**src/rtl/universal_ff_bank.sv**
```systemverilog
// universal_ff_bank: WIDTH-bit bank of run-time selectable D/T/SR/JK flip-flops
// with per-bit enable, SR=11 policy, sticky illegal flags, a saturating
// illegal-event counter and per-bit change pulses.
module universal_ff_bank #(
  parameter int unsigned           WIDTH     = 8,
  parameter logic [WIDTH-1:0]      RST_VAL   = {WIDTH{1'b0}},
  parameter int unsigned           SR_POLICY = 0,
  parameter int unsigned           CNT_W     = 8
) (
  input  logic             clk,
  input  logic             rst,
  input  logic [1:0]       mode_i,
  input  logic [WIDTH-1:0] en_i,
  input  logic [WIDTH-1:0] a_i,
  input  logic [WIDTH-1:0] b_i,
  input  logic             err_clr_i,
  output logic [WIDTH-1:0] q_o,
  output logic [WIDTH-1:0] qbar_o,
  output logic [WIDTH-1:0] chg_o,
  output logic [WIDTH-1:0] err_o,
  output logic [CNT_W-1:0] err_cnt_o
);

  localparam logic [CNT_W-1:0] CNT_MAX = {CNT_W{1'b1}};

  typedef enum logic [1:0] {
    MODE_D  = 2'b00,
    MODE_T  = 2'b01,
    MODE_SR = 2'b10,
    MODE_JK = 2'b11
  } mode_e;

  mode_e            mode;
  logic [WIDTH-1:0] q_q, q_d;
  logic [WIDTH-1:0] chg_q, chg_d;
  logic [WIDTH-1:0] err_q, err_d;
  logic [CNT_W-1:0] cnt_q, cnt_d;
  logic [WIDTH-1:0] sr_both;
  logic [WIDTH-1:0] nxt;
  logic [WIDTH-1:0] illegal;
  logic [CNT_W-1:0] cnt_base;

  assign mode = mode_e'(mode_i);

  // Result applied to bits that see S=R=1 in SR mode
  always_comb begin
    sr_both = q_q;
    case (SR_POLICY)
      1:       sr_both = {WIDTH{1'b1}};
      2:       sr_both = {WIDTH{1'b0}};
      3:       sr_both = ~q_q;
      default: sr_both = q_q;
    endcase
  end

  // Next-state, illegal detection, sticky flags and saturating counter
  always_comb begin
    nxt      = q_q;
    illegal  = {WIDTH{1'b0}};
    cnt_base = cnt_q;
    cnt_d    = cnt_q;
    case (mode)
      MODE_D:  nxt = a_i;
      MODE_T:  nxt = q_q ^ a_i;
      MODE_SR: begin
        nxt     = (a_i & ~b_i) | (q_q & ~a_i & ~b_i) | (a_i & b_i & sr_both);
        illegal = en_i & a_i & b_i;
      end
      MODE_JK: nxt = (a_i & ~b_i) | (q_q & ~a_i & ~b_i) | (a_i & b_i & ~q_q);
      default: nxt = q_q;
    endcase
    q_d   = (en_i & nxt) | (~en_i & q_q);
    chg_d = q_d ^ q_q;
    // A new illegal event on a clearing edge survives the clear
    err_d = err_clr_i ? illegal : (err_q | illegal);
    if (err_clr_i) begin
      cnt_base = {CNT_W{1'b0}};
    end
    cnt_d = cnt_base;
    if ((|illegal) && (cnt_base != CNT_MAX)) begin
      cnt_d = cnt_base + CNT_W'(1);
    end
  end

  // State registers with asynchronous reset
  always_ff @(posedge clk or posedge rst) begin
    if (rst) begin
      q_q   <= RST_VAL;
      chg_q <= {WIDTH{1'b0}};
      err_q <= {WIDTH{1'b0}};
      cnt_q <= {CNT_W{1'b0}};
    end else begin
      q_q   <= q_d;
      chg_q <= chg_d;
      err_q <= err_d;
      cnt_q <= cnt_d;
    end
  end

  assign q_o       = q_q;
  assign qbar_o    = ~q_q;
  assign chg_o     = chg_q;
  assign err_o     = err_q;
  assign err_cnt_o = cnt_q;

endmodule

```
**config.mk**
```make
export PLATFORM = sky130hd
export DESIGN_NAME = universal_ff_bank
export DESIGN_NICKNAME = d
export VERILOG_FILES = /design/src/rtl/universal_ff_bank.sv
export SDC_FILE = /design/constraint.sdc
export NUM_CORES = 1
export LEC_CHECK = 0
export ABC_CLOCK_PERIOD_IN_PS = 4000
export CAP_MARGIN = 0
export CELL_PAD_IN_SITES_DETAIL_PLACEMENT = 0
export CELL_PAD_IN_SITES_GLOBAL_PLACEMENT = 1
export CORE_MARGIN = 5
export CORE_UTILIZATION = 30
export CTS_CLUSTER_SIZE = 24
export DETAILED_ROUTE_END_ITERATION = 12
export HOLD_SLACK_MARGIN = 0.06
export PLACE_DENSITY = 0.86
export SYNTH_ARGS = -nofsm -noshare
export SYNTH_HDL_FRONTEND = slang
export SYNTH_SLANG_ARGS = --single-unit
```
**constraint.sdc**
```tcl
create_clock -name clk -period 4 [get_ports clk]
set_input_delay 0.4 -clock clk [delete_from_list [all_inputs] [get_ports clk]]
set_output_delay 0.4 -clock clk [all_outputs]
set_load 0.05 [all_outputs]
```
==> flow_metrics.py <==
metrics = {
    "grt": {
        "grt_antenna_before_repair": 0,
        "largest_net_degree_at_the_start_of_global_routing": 24,
        "grt_pass1_vias": 1678,
        "globalRoute.totalOverflow": 0,
        "grt_pass1_wl_mm": 7.73,
        "grt.total_usage": 0.126,
    },
    "power_and_ir_drop": {
        "p_per_area_nw_per_um2": 401,
        "leakagePower_nw": 1.21,
        "peakVddDrop_uv": 138,
    },
    "cts": {
        "cts_post_setup_buffers_inserted": 0,
        "h-tree-depth": 2,
        "post_cts_hold_fix_bufs": 0,
        "tritoncts_clock_tree": "built",
        "post_cts.resized_instances": 0,
        "clk_pin_slew_worst_setup_hold_paths_ns": 0.07,
        "insertion_delay_ns": 0.28,
        "cts-buffers-inserted": 5,
        "cts_max_path_buffers": 2,
        "clk_root_buffer_cell": "clkbuf_8",
        "clkSinkCount": 32,
    },
    "yosys": {
        "syn_area_sq_um": 1890,
        "dominantRegCellSynth": "dfrtp_1",
        "post-synth-top-count-cell": "dfrtp_1",
        "gate_count_post_synth": 218,
        "seq_area_frac_synth": 0.423,
        "synth_top_cell_by_area": "dfrtp_1",
        "synth_enable_flop_cells": 0,
        "yosysUniqueCellTypes": 29,
        "synth.ff_latch_count": 32,
        "netlist.area_leader.share": 0.423,
        "ys_top_cells_by_count": "dfrtp_1 (32), nor2_1 (28), inv_1 (26), o21ai_0 (18), nand2_1 (16)",
        "postSynthAreaPerCell_sq_um": 8.68,
        "synth-async-reset-ratio": 1.00,
        "ys_warn_count": 0,
        "synth_area_leaders": "dfrtp_1 (42%), ha_1 (6.0%), nor2_1 (5.6%), inv_1 (5.2%), xnor2_1 (5.1%)",
        "postSynthNetCount": 256,
    },
    "layout": {
        "drive_gt1_frac": 0.0554,
        "areaGrowthSynthToFinish_pct": 46.6,
        "num_antenna_cells": 0,
        "final_nets": 326,
    },
    "sta": {
        "max_slew_margin": 0.369,
        "setup_ws_ns": 1.66,
        "finalCriticalPeriod_ns": 2.34,
        "setup-violations-final": 0,
        "min_period_over_period": 0.584,
        "final.setup.tns_ns": 0,
        "final.hold.worst_slack_ns": 0.527,
        "setup_repair_after_global_routing_missed_its_margin": "no",
        "worst-slew-pin-transition_ns": 0.946,
        "slew_violations": 0,
        "timing.final.hold_violations": 0,
        "fin_skew_ns": 0.00470,
        "clock.fmax_ghz": 0.428,
    },
    "flow_run": {
        "drv.max_cap_violation_count": 0,
    },
    "min_path": {
        "worst_hold_path_type": "reg -> reg",
        "min_from": "err_o[3]$_DFF_PP0_",
        "hold_path_depth": 2,
        "whs_endpoint": "err_o[3]$_DFF_PP0_",
    },
    "status": {
        "run_status": "finished, final reports clean",
    },
    "detailed_routing": {
        "route.detailed.vias_per_inst": 4.76,
        "drt_iter0_drc": 64,
        "remaining_drc_errors": 0,
        "wl_mm": 4.83,
        "detail-route-antenna-nets": 0,
        "drt_first_pass_iters": 4,
        "route.vias.total": 1741,
        "avgRoutedWirePerCell_microns": 13.2,
    },
    "floorplan": {
        "dieWidth_microns": 89.4,
        "die_h_microns": 89.4,
        "floorplan.initialDensity": 0.303,
        "placeable_core_region_sq_um": 6240,
        "rows": 29,
        "design.portCount": 69,
        "die_area_sq_um": 7990,
    },
    "setup_path": {
        "crit_arrival_ns": 2.51,
        "cp_data_required_time_ns": 4.17,
        "worst_r2r_endpoint": "err_cnt_o[1]$_DFF_PP0_",
        "timing.critical_path.from_type": "input port",
        "worst_r2r_startpoint": "err_cnt_o[0]$_DFF_PP0_",
        "reg2reg_setup_slack_ns": 2.22,
        "path_class": "in -> reg",
        "worst_r2r_path_depth": 6,
        "worst-path-max-fanout": 18,
        "endpoint_kind": "flip-flop",
    },
    "place": {
        "pre_cts_ws_ns": 1.36,
        "port-buffer-count": 68,
        "gp_congestion": 0.767,
        "placed_wire_length_estimate_after_detailed_placement_mm": 3.70,
    },
}
sequential cells by signal, indices dropped and copies added, names as in the netlist:
signal and flops:
err_o 8, q_o 8, chg_o 8, err_cnt_o 8
worst max path at each step:
| stage | start | end | cells past startpoint |
|---|---|---|---|
| 6_report | err_clr_i | err_cnt_o[1]$_DFF_PP0_ | 7 |
| 5_1_grt | err_clr_i | err_cnt_o[1]$_DFF_PP0_ | 7 |
| 3_3_place_gp | err_clr_i | err_cnt_o[4]$_DFF_PP0_ | 7 |
| 2_1_floorplan | err_cnt_o[0]$_DFF_PP0_ | err_cnt_o[1]$_DFF_PP0_ | 6 |
| 3_5_place_dp | err_clr_i | err_cnt_o[1]$_DFF_PP0_ | 7 |
| 4_1_cts | err_clr_i | err_cnt_o[1]$_DFF_PP0_ | 7 |
where the power goes:
part	switching [W]	total (W)	internal (W)
registers	0.0000249	0.000377	0.000352
clock network	0.000127	0.000346	0.000220
logic	0.000246	0.000389	0.000144
final cells by class:
type	count	area, sq um
Clock buffer	7	96.3
Clock inverter	1	30.0
Fill cell	622	3470
Inverter	26	97.6
Multi-Input combinational cell	153	957
Sequential cell	32	801
Tap cell	77	96.3
Timing Repair Buffer	70	696
worst max-delay path, cell delays in order:
cell,delay [ns]
clkdlybuf4s50_1,0.71
nor2b_1,0.34
ha_1,0.28
nand4_4,0.15
nor3_4,0.24
nor2_1,0.11
mux2_2,0.28
through the flow:
step	instance area, sq um	util	power [W]	cells
floorplan	1890	-	0.000633	218
global placement	2650	0.424	0.000771	358
detailed placement	2650	0.424	0.000776	358
CTS	2770	0.444	0.00113	366
global route	2770	0.444	0.00117	366
finish	2770	0.444	0.00111	366
cell families (layout without fill, tap and decap cells):
family,after synthesis,after routing,synth area share
AND/OR/NAND/NOR,77,77,0.204
AO/OA/AOI/OAI,45,45,0.133
buffers and inverters,33,104,0.0708
flip-flops,32,32,0.423
XOR/XNOR,12,12,0.0556
multiplexers,10,10,0.0542
adder cells (fa/ha/maj),9,9,0.0595
layer usage:
| layer | routed length (microns) | up-vias | GRT usage |
|---|---|---|---|
| met5 | 0 | - | 0 |
| met4 | 38 | 0 | 0.0325 |
| met3 | 362 | 4 | 0.0461 |
| met2 | 2420 | 42 | 0.213 |
| met1 | 2010 | 819 | 0.151 |
| li1 | - | 876 | - |
cells in the final DEF, fill, tap and decap left out, types with 2 or more instances in the layout:
master / count
nand3_1: 11
mux2_2: 2
buf_4: 2
inv_1: 26
dfrtp_1: 32
nor2_1: 28
clkdlybuf4s50_1: 68
nor2b_1: 5
clkbuf_8: 7
mux2i_1: 8
ha_1: 9
a21oi_1: 10
nand4_1: 3
nand2b_1: 5
xnor2_1: 11
o21ai_0: 18
o22ai_1: 14
nand2_1: 16
nor3_1: 3
Note: power is estimated with default switching activity, not from simulation.
